### config.mk
export PLATFORM = sky130hd
export DESIGN_NAME = mem_stage
export DESIGN_NICKNAME = d
export VERILOG_FILES = /design/src/rtl/mem_stage_pkg.sv /design/src/rtl/mem_stage_align.sv /design/src/rtl/mem_stage.sv
export SDC_FILE = /design/constraint.sdc
export NUM_CORES = 1
export LEC_CHECK = 0
export BUFFER_PORTS_ARGS = -buffer_cell sky130_fd_sc_hd__buf_2
export CORE_ASPECT_RATIO = 0.8
export CORE_UTILIZATION = 40
export CTS_BUF_LIST = sky130_fd_sc_hd__clkbuf_8
export CTS_CLUSTER_DIAMETER = 80
export DETAILED_ROUTE_END_ITERATION = 12
export PLACE_DENSITY = 0.71
export SLEW_MARGIN = 40
export SYNTH_ARGS = -nofsm -noshare
export SYNTH_HDL_FRONTEND = slang
export SYNTH_HIERARCHICAL = 1
export SYNTH_SLANG_ARGS = --single-unit
### constraint.sdc
create_clock -name clk -period 2.5 [get_ports clk]
set_input_delay 0.375 -clock clk [delete_from_list [all_inputs] [get_ports clk]]
set_output_delay 0.375 -clock clk [all_outputs]
set_load 0.005 [all_outputs]
### src/rtl/mem_stage_pkg.sv
// Shared constants and types for the MEM stage.
// Load/store op codes, bus widths, FSM state type, op classifiers.
package mem_stage_pkg;

  localparam int REG_W  = 32;
  localparam int ADDR_W = 5;

  localparam logic [31:0] ZERO_WORD = 32'h0000_0000;
  localparam logic        ENABLE    = 1'b1;
  localparam logic        DISABLE   = 1'b0;

  localparam logic [7:0] OP_LB  = 8'hE0;
  localparam logic [7:0] OP_LH  = 8'hE1;
  localparam logic [7:0] OP_LW  = 8'hE3;
  localparam logic [7:0] OP_LBU = 8'hE4;
  localparam logic [7:0] OP_LHU = 8'hE5;
  localparam logic [7:0] OP_SB  = 8'hE8;
  localparam logic [7:0] OP_SH  = 8'hE9;
  localparam logic [7:0] OP_SW  = 8'hEB;
  localparam logic [7:0] OP_ADD = 8'h20;

  typedef enum logic {
    S_IDLE,
    S_ACCESS
  } state_t;

  function automatic logic is_load_op(
    input logic [7:0] op
  );
    return (op == OP_LB)  || (op == OP_LBU) ||
           (op == OP_LH)  || (op == OP_LHU) ||
           (op == OP_LW);
  endfunction

  function automatic logic is_store_op(
    input logic [7:0] op
  );
    return (op == OP_SB) || (op == OP_SH) ||
           (op == OP_SW);
  endfunction

  function automatic logic is_mem_op(
    input logic [7:0] op
  );
    return is_load_op(op) || is_store_op(op);
  endfunction

endpackage

### src/rtl/mem_stage_align.sv
// Byte-lane steering: request-side enables/store data and
// response-side load extract/extend. Big-endian lanes. Combinational.
module mem_stage_align
  import mem_stage_pkg::*;
(
  input  logic [7:0]  op,
  input  logic [1:0]  off,
  input  logic [31:0] sdata,
  input  logic [7:0]  ld_op,
  input  logic [1:0]  ld_off,
  input  logic [31:0] rdata,
  output logic        misal,
  output logic [3:0]  sel,
  output logic [31:0] wdata,
  output logic [31:0] ld_data
);

  logic byte_op;
  logic half_op;
  logic word_op;
  logic [7:0]  lane_b;
  logic [15:0] lane_h;

  assign byte_op = (op == OP_LB) || (op == OP_LBU) ||
                   (op == OP_SB);
  assign half_op = (op == OP_LH) || (op == OP_LHU) ||
                   (op == OP_SH);
  assign word_op = (op == OP_LW) || (op == OP_SW);

  always_comb begin
    sel   = 4'b0000;
    wdata = sdata;
    misal = 1'b0;
    unique case (1'b1)
      byte_op: begin
        sel   = 4'b1000 >> off;
        wdata = {4{sdata[7:0]}};
      end
      half_op: begin
        sel   = off[1] ? 4'b0011 : 4'b1100;
        wdata = {2{sdata[15:0]}};
        misal = off[0];
      end
      word_op: begin
        sel   = 4'b1111;
        misal = |off;
      end
      default: ;
    endcase
  end

  always_comb begin
    lane_b = rdata[31:24];
    unique case (ld_off)
      2'd0: lane_b = rdata[31:24];
      2'd1: lane_b = rdata[23:16];
      2'd2: lane_b = rdata[15:8];
      2'd3: lane_b = rdata[7:0];
      default: ;
    endcase
  end

  assign lane_h = ld_off[1] ? rdata[15:0] : rdata[31:16];

  always_comb begin
    ld_data = rdata;
    unique case (1'b1)
      ld_op == OP_LB:
        ld_data = {{24{lane_b[7]}}, lane_b};
      ld_op == OP_LBU:
        ld_data = {24'h0, lane_b};
      ld_op == OP_LH:
        ld_data = {{16{lane_h[15]}}, lane_h};
      ld_op == OP_LHU:
        ld_data = {16'h0, lane_h};
      default: ;
    endcase
  end

endmodule

### src/rtl/mem_stage.sv
// MEM pipeline stage: single outstanding data-bus access, write-back.
// EX/MEM slot in, data bus out, regfile write port and error pulses out.
module mem_stage
  import mem_stage_pkg::*;
#(
  parameter int ACK_TIMEOUT = 255
) (
  input  logic        clk,
  input  logic        rst,
  input  logic        ex_valid,
  input  logic [7:0]  ex_aluop,
  input  logic [4:0]  ex_wd,
  input  logic        ex_wreg,
  input  logic [31:0] ex_wdata,
  input  logic [31:0] ex_mem_addr,
  input  logic [31:0] ex_store_data,
  output logic        stall_req,
  output logic        mem_req,
  output logic        mem_we,
  output logic [31:0] mem_addr,
  output logic [3:0]  mem_sel,
  output logic [31:0] mem_wdata,
  input  logic        mem_ack,
  input  logic [31:0] mem_rdata,
  output logic        wb_we,
  output logic [4:0]  wb_waddr,
  output logic [31:0] wb_wdata,
  output logic        addr_err,
  output logic        bus_err
);

  localparam int CW = $clog2(ACK_TIMEOUT + 1);

  state_t      state, state_n;
  logic [CW-1:0] cnt, cnt_n;
  logic [7:0]  op_q, op_n;
  logic [4:0]  wd_q, wd_n;
  logic [1:0]  off_q, off_n;

  logic        req_n, we_n;
  logic [31:0] addr_n, mwd_n;
  logic [3:0]  sel_n;
  logic        wbwe_n;
  logic [4:0]  wba_n;
  logic [31:0] wbd_n;
  logic        aerr_n, berr_n;
  logic        stall;

  logic        misal;
  logic [3:0]  a_sel;
  logic [31:0] a_wdata;
  logic [31:0] ld_data;

  mem_stage_align u_align (
    .op      (ex_aluop),
    .off     (ex_mem_addr[1:0]),
    .sdata   (ex_store_data),
    .ld_op   (op_q),
    .ld_off  (off_q),
    .rdata   (mem_rdata),
    .misal   (misal),
    .sel     (a_sel),
    .wdata   (a_wdata),
    .ld_data (ld_data)
  );

  always_comb begin
    state_n = state;
    cnt_n   = cnt;
    op_n    = op_q;
    wd_n    = wd_q;
    off_n   = off_q;
    req_n   = mem_req;
    we_n    = mem_we;
    addr_n  = mem_addr;
    sel_n   = mem_sel;
    mwd_n   = mem_wdata;
    wbwe_n  = DISABLE;
    wba_n   = wb_waddr;
    wbd_n   = wb_wdata;
    aerr_n  = DISABLE;
    berr_n  = DISABLE;
    stall   = 1'b0;
    unique case (state)
      S_IDLE: begin
        if (ex_valid) begin
          if (!is_mem_op(ex_aluop)) begin
            wbwe_n = ex_wreg && (ex_wd != 5'd0);
            wba_n  = ex_wd;
            wbd_n  = ex_wdata;
          end else if (misal) begin
            aerr_n = ENABLE;
          end else begin
            stall   = 1'b1;
            req_n   = ENABLE;
            we_n    = is_store_op(ex_aluop);
            addr_n  = {ex_mem_addr[31:2], 2'b00};
            sel_n   = a_sel;
            mwd_n   = a_wdata;
            op_n    = ex_aluop;
            wd_n    = ex_wd;
            off_n   = ex_mem_addr[1:0];
            cnt_n   = '0;
            state_n = S_ACCESS;
          end
        end
      end
      S_ACCESS: begin
        // ack beats a simultaneous timeout
        if (mem_ack) begin
          req_n   = DISABLE;
          we_n    = DISABLE;
          state_n = S_IDLE;
          if (is_load_op(op_q)) begin
            wbwe_n = (wd_q != 5'd0);
            wba_n  = wd_q;
            wbd_n  = ld_data;
          end
        end else if (cnt == CW'(ACK_TIMEOUT - 1)) begin
          stall   = 1'b1;
          req_n   = DISABLE;
          we_n    = DISABLE;
          berr_n  = ENABLE;
          state_n = S_IDLE;
        end else begin
          stall = 1'b1;
          cnt_n = cnt + 1'b1;
        end
      end
      default: state_n = S_IDLE;
    endcase
  end

  assign stall_req = stall && !rst;

  always_ff @(posedge clk) begin
    if (rst) begin
      state     <= S_IDLE;
      cnt       <= '0;
      op_q      <= 8'h00;
      wd_q      <= 5'd0;
      off_q     <= 2'd0;
      mem_req   <= DISABLE;
      mem_we    <= DISABLE;
      mem_addr  <= ZERO_WORD;
      mem_sel   <= 4'b0000;
      mem_wdata <= ZERO_WORD;
      wb_we     <= DISABLE;
      wb_waddr  <= 5'd0;
      wb_wdata  <= ZERO_WORD;
      addr_err  <= DISABLE;
      bus_err   <= DISABLE;
    end else begin
      state     <= state_n;
      cnt       <= cnt_n;
      op_q      <= op_n;
      wd_q      <= wd_n;
      off_q     <= off_n;
      mem_req   <= req_n;
      mem_we    <= we_n;
      mem_addr  <= addr_n;
      mem_sel   <= sel_n;
      mem_wdata <= mwd_n;
      wb_we     <= wbwe_n;
      wb_waddr  <= wba_n;
      wb_wdata  <= wbd_n;
      addr_err  <= aerr_n;
      bus_err   <= berr_n;
    end
  end

endmodule

==> metrics.cfg <==
[grt]
grtUsageMet1=0.295
overflow=0
grtUsageMet2=0.388
grtUsageTotal=0.236
first_global_vias=6061
grt_pass1_wl_mm=31.4
grt_max_degree=69
use_met3=0.0719
grt-busiest-layer=met2
antenna_found_initial=1

[power]
comb_power_share=0.116
share_seq_of_total_power=0.450
clkPwrFrac=0.434
ir_drop_v=0.000455
swShare=0.246
power.internal_mw=3.67
leakagePower_nw=3.65
p_switching_mw=1.20
cellPowerDensity_nw_per_um2=578
totalPowerFinal_mw=4.86

[final_layout]
final_common_cell=buf_2
multi_input_area_um2=3390
diodes=0
fin_nets=1145
drive_above_1_share=0.366
syn2layout_area_growth_pct=28.6
regArea_um2=2640
final_cell_mix=253 x buf_2, 165 x nand2_1, 132 x dfxtp_1
stdcell_area_um2=8410
num-fill-cells=1532

[timing]
max_freq_mhz=425
tns_ps=0
hold_viol=0
final-setup-viol-count=0
rsz0062_at_grt=false
tightest_slew_ps=705
final.period_utilization=0.941
fin_crit_ps=2350
fin_skew_ps=10.7
maxSlewHeadroom=0.530
slew_violations=0

[cts]
cts_buffer_depth=2
clk_latency_ps=440
clock-root-buffer=clkbuf_8
cts_made_buffers=17
cts_resized=0
path_clk_slew_ps=80
cts_setup_buffers=0
cts_max_level=4
hold_buffers=0
cts_num_sinks=132
cts_tree=built

[setup_path]
cp.arrival_ps=2700
cpPeakStageDelay_ps=540
cp.required_ps=2850
worstPathMaxFanout=23
critPathSlowestCell=or4b_4
start_kind=register
r2r_cells=7
critical_path_class=register to register
path_cells=or4b_4, or2_0, buf_4, a21oi_2, a2bb2oi_1, o22ai_1, a221oi_2
r2r-end=wb_wdata[13]$_SDFFE_PP0P_
rrSetupSlack_ps=150
worstReg2RegStart=op_q[1]$_SDFFE_PP0P_
end_kind=register

[hold_path]
holdPathEnd=mem_addr[18]$_SDFFE_PP0P_
hold_class=primary input to register
hold_path_startpoint=ex_mem_addr[18]
whs_path_depth=3

[synthesis]
yosys_most_used_dff=dfxtp_1
netlist_area_um2=6540
ys_ff_latch=132
synth-edff-count=0
syn_area_per_cell_um2=8.42
yosysWarnings=6
yosysSeqAreaShare=0.404
postSynthCellCount=776
ys_types=56
synthArstFlopShare=0

[die]
die_h_um=116
fp-row-count=41
die_w_um=145
die_area_um2=16900
start_util=0.412
core_um2=15900
io_pins=257

[drt]
vias=6490
post_drt_wl_per_cell_um=16.4
viasPerCell=5.30
drc=0
drt-initial-drc-count=319
ant_nets=0
drtPass1Iterations=6
drt-total-wl_mm=20.0

[status]
status=completed

[placement]
gp_congestion=0.824
io_buffer_count=254
detailed_place_hpwl_mm=14.1
place_area_um2=7940

[flow_run]
maxCapViolations=0

-- kinds of logic after synthesis --
family | after synthesis | synth area share
xor gates and xnor gates | 5 | 0.00670
other | 1 | 0.000574
adders and majority gates | 2 | 0.00383
AOI/OAI and AO/OA | 247 | 0.276
and+or+nand+nor | 236 | 0.160
muxes | 36 | 0.0668
buffers and inverters | 117 | 0.0825
DFF | 132 | 0.404
-- power groups by stage --
stage / logic (mW) / registers [mW] / clock network (mW)
global placement: 0.553 / 2.24 / 0
detailed placement: 0.557 / 2.24 / 0
global route: 0.613 / 2.20 / 2.25
finish: 0.563 / 2.19 / 2.11
floorplan: 0.303 / 2.24 / 0
CTS: 0.561 / 2.19 / 2.17
-- cells in the mapped netlist, types with 3 or more instances --
library cell  number  share of area
xor2_1             5         0.0067
mux4_2             4          0.014
buf_8              3         0.0069
and4b_1            3         0.0046
nand2b_1          13          0.012
inv_1             43          0.025
a21o_1            17          0.020
or4_1              3         0.0034
o31ai_1            4         0.0046
nand2_1          165          0.095
o22ai_1           45          0.043
nor2b_1            5         0.0048
clkbuf_1          46          0.026
o21ai_0           19          0.015
dfxtp_1          132           0.40
a2bb2oi_1         12          0.016
nand3_1            4         0.0031
buf_4             10          0.011
nor2_1            22          0.013
a21oi_1           92          0.070
nand4_1            3         0.0029
buf_2             10         0.0077
mux2i_1           11          0.017
a221oi_2          30          0.069
o211ai_1           5         0.0057
a221oi_1           7         0.0094
mux2_2            21          0.036
-- sequential cells by signal, indices dropped and copies added, names as in the netlist, 2 cells and up --
register / flops
mem_wdata: 32
wb_wdata: 32
mem_addr: 30
cnt: 8
op_q: 8
wb_waddr: 5
wd_q: 5
mem_sel: 4
off_q: 2
-- worst max-delay path by stage --
stage | start | end | slack (ps) | cells after the start
after global placement | op_q[1]$_SDFFE_PP0P_ | wb_wdata[18]$_SDFFE_PP0P_ | 270 | 8
after detailed placement | op_q[1]$_SDFFE_PP0P_ | wb_wdata[30]$_SDFFE_PP0P_ | 240 | 8
final | op_q[1]$_SDFFE_PP0P_ | wb_wdata[13]$_SDFFE_PP0P_ | 150 | 7
after floorplan | ex_aluop[0] | stall_req | 330 | 6
after global routing | op_q[1]$_SDFFE_PP0P_ | wb_wdata[13]$_SDFFE_PP0P_ | 50 | 7
after CTS | op_q[1]$_SDFFE_PP0P_ | wb_wdata[13]$_SDFFE_PP0P_ | 210 | 7
-- per-stage QoR --
stage,hold slack [ps],worst slack [ps],instances,utilization
3_5_place_dp,440,236,1193,0.501
4_1_cts,129,207,1225,0.530
2_1_floorplan,422,333,777,-
3_3_place_gp,431,274,1193,0.501
5_1_grt,140,54.1,1225,0.530
6_report,167,146,1225,0.530
-- layer usage --
metal	share of wire	wire length, um
met5	0.00065	13
met2	0.47	9380
met1	0.43	8620
met4	0.014	289
met3	0.087	1740
-- worst max-delay path, delay by kind of cell, from the launching register on --
family	cells	cell delay, ps
simple gates	2	750
buf+inv	1	220
flops	1	330
compound gates	4	950
-- layout make-up --
| cell class | instances | share of cell area |
|---|---|---|
| inverter | 43 | 0.0192 |
| sequential | 132 | 0.314 |
| timing repair buffer | 275 | 0.176 |
| multi-input combinational | 528 | 0.403 |
| tap | 215 | 0.0320 |
| clock inverter | 13 | 0.0246 |
| clock buffer | 19 | 0.0311 |
Note: power is estimated with default switching activity, not from simulation.
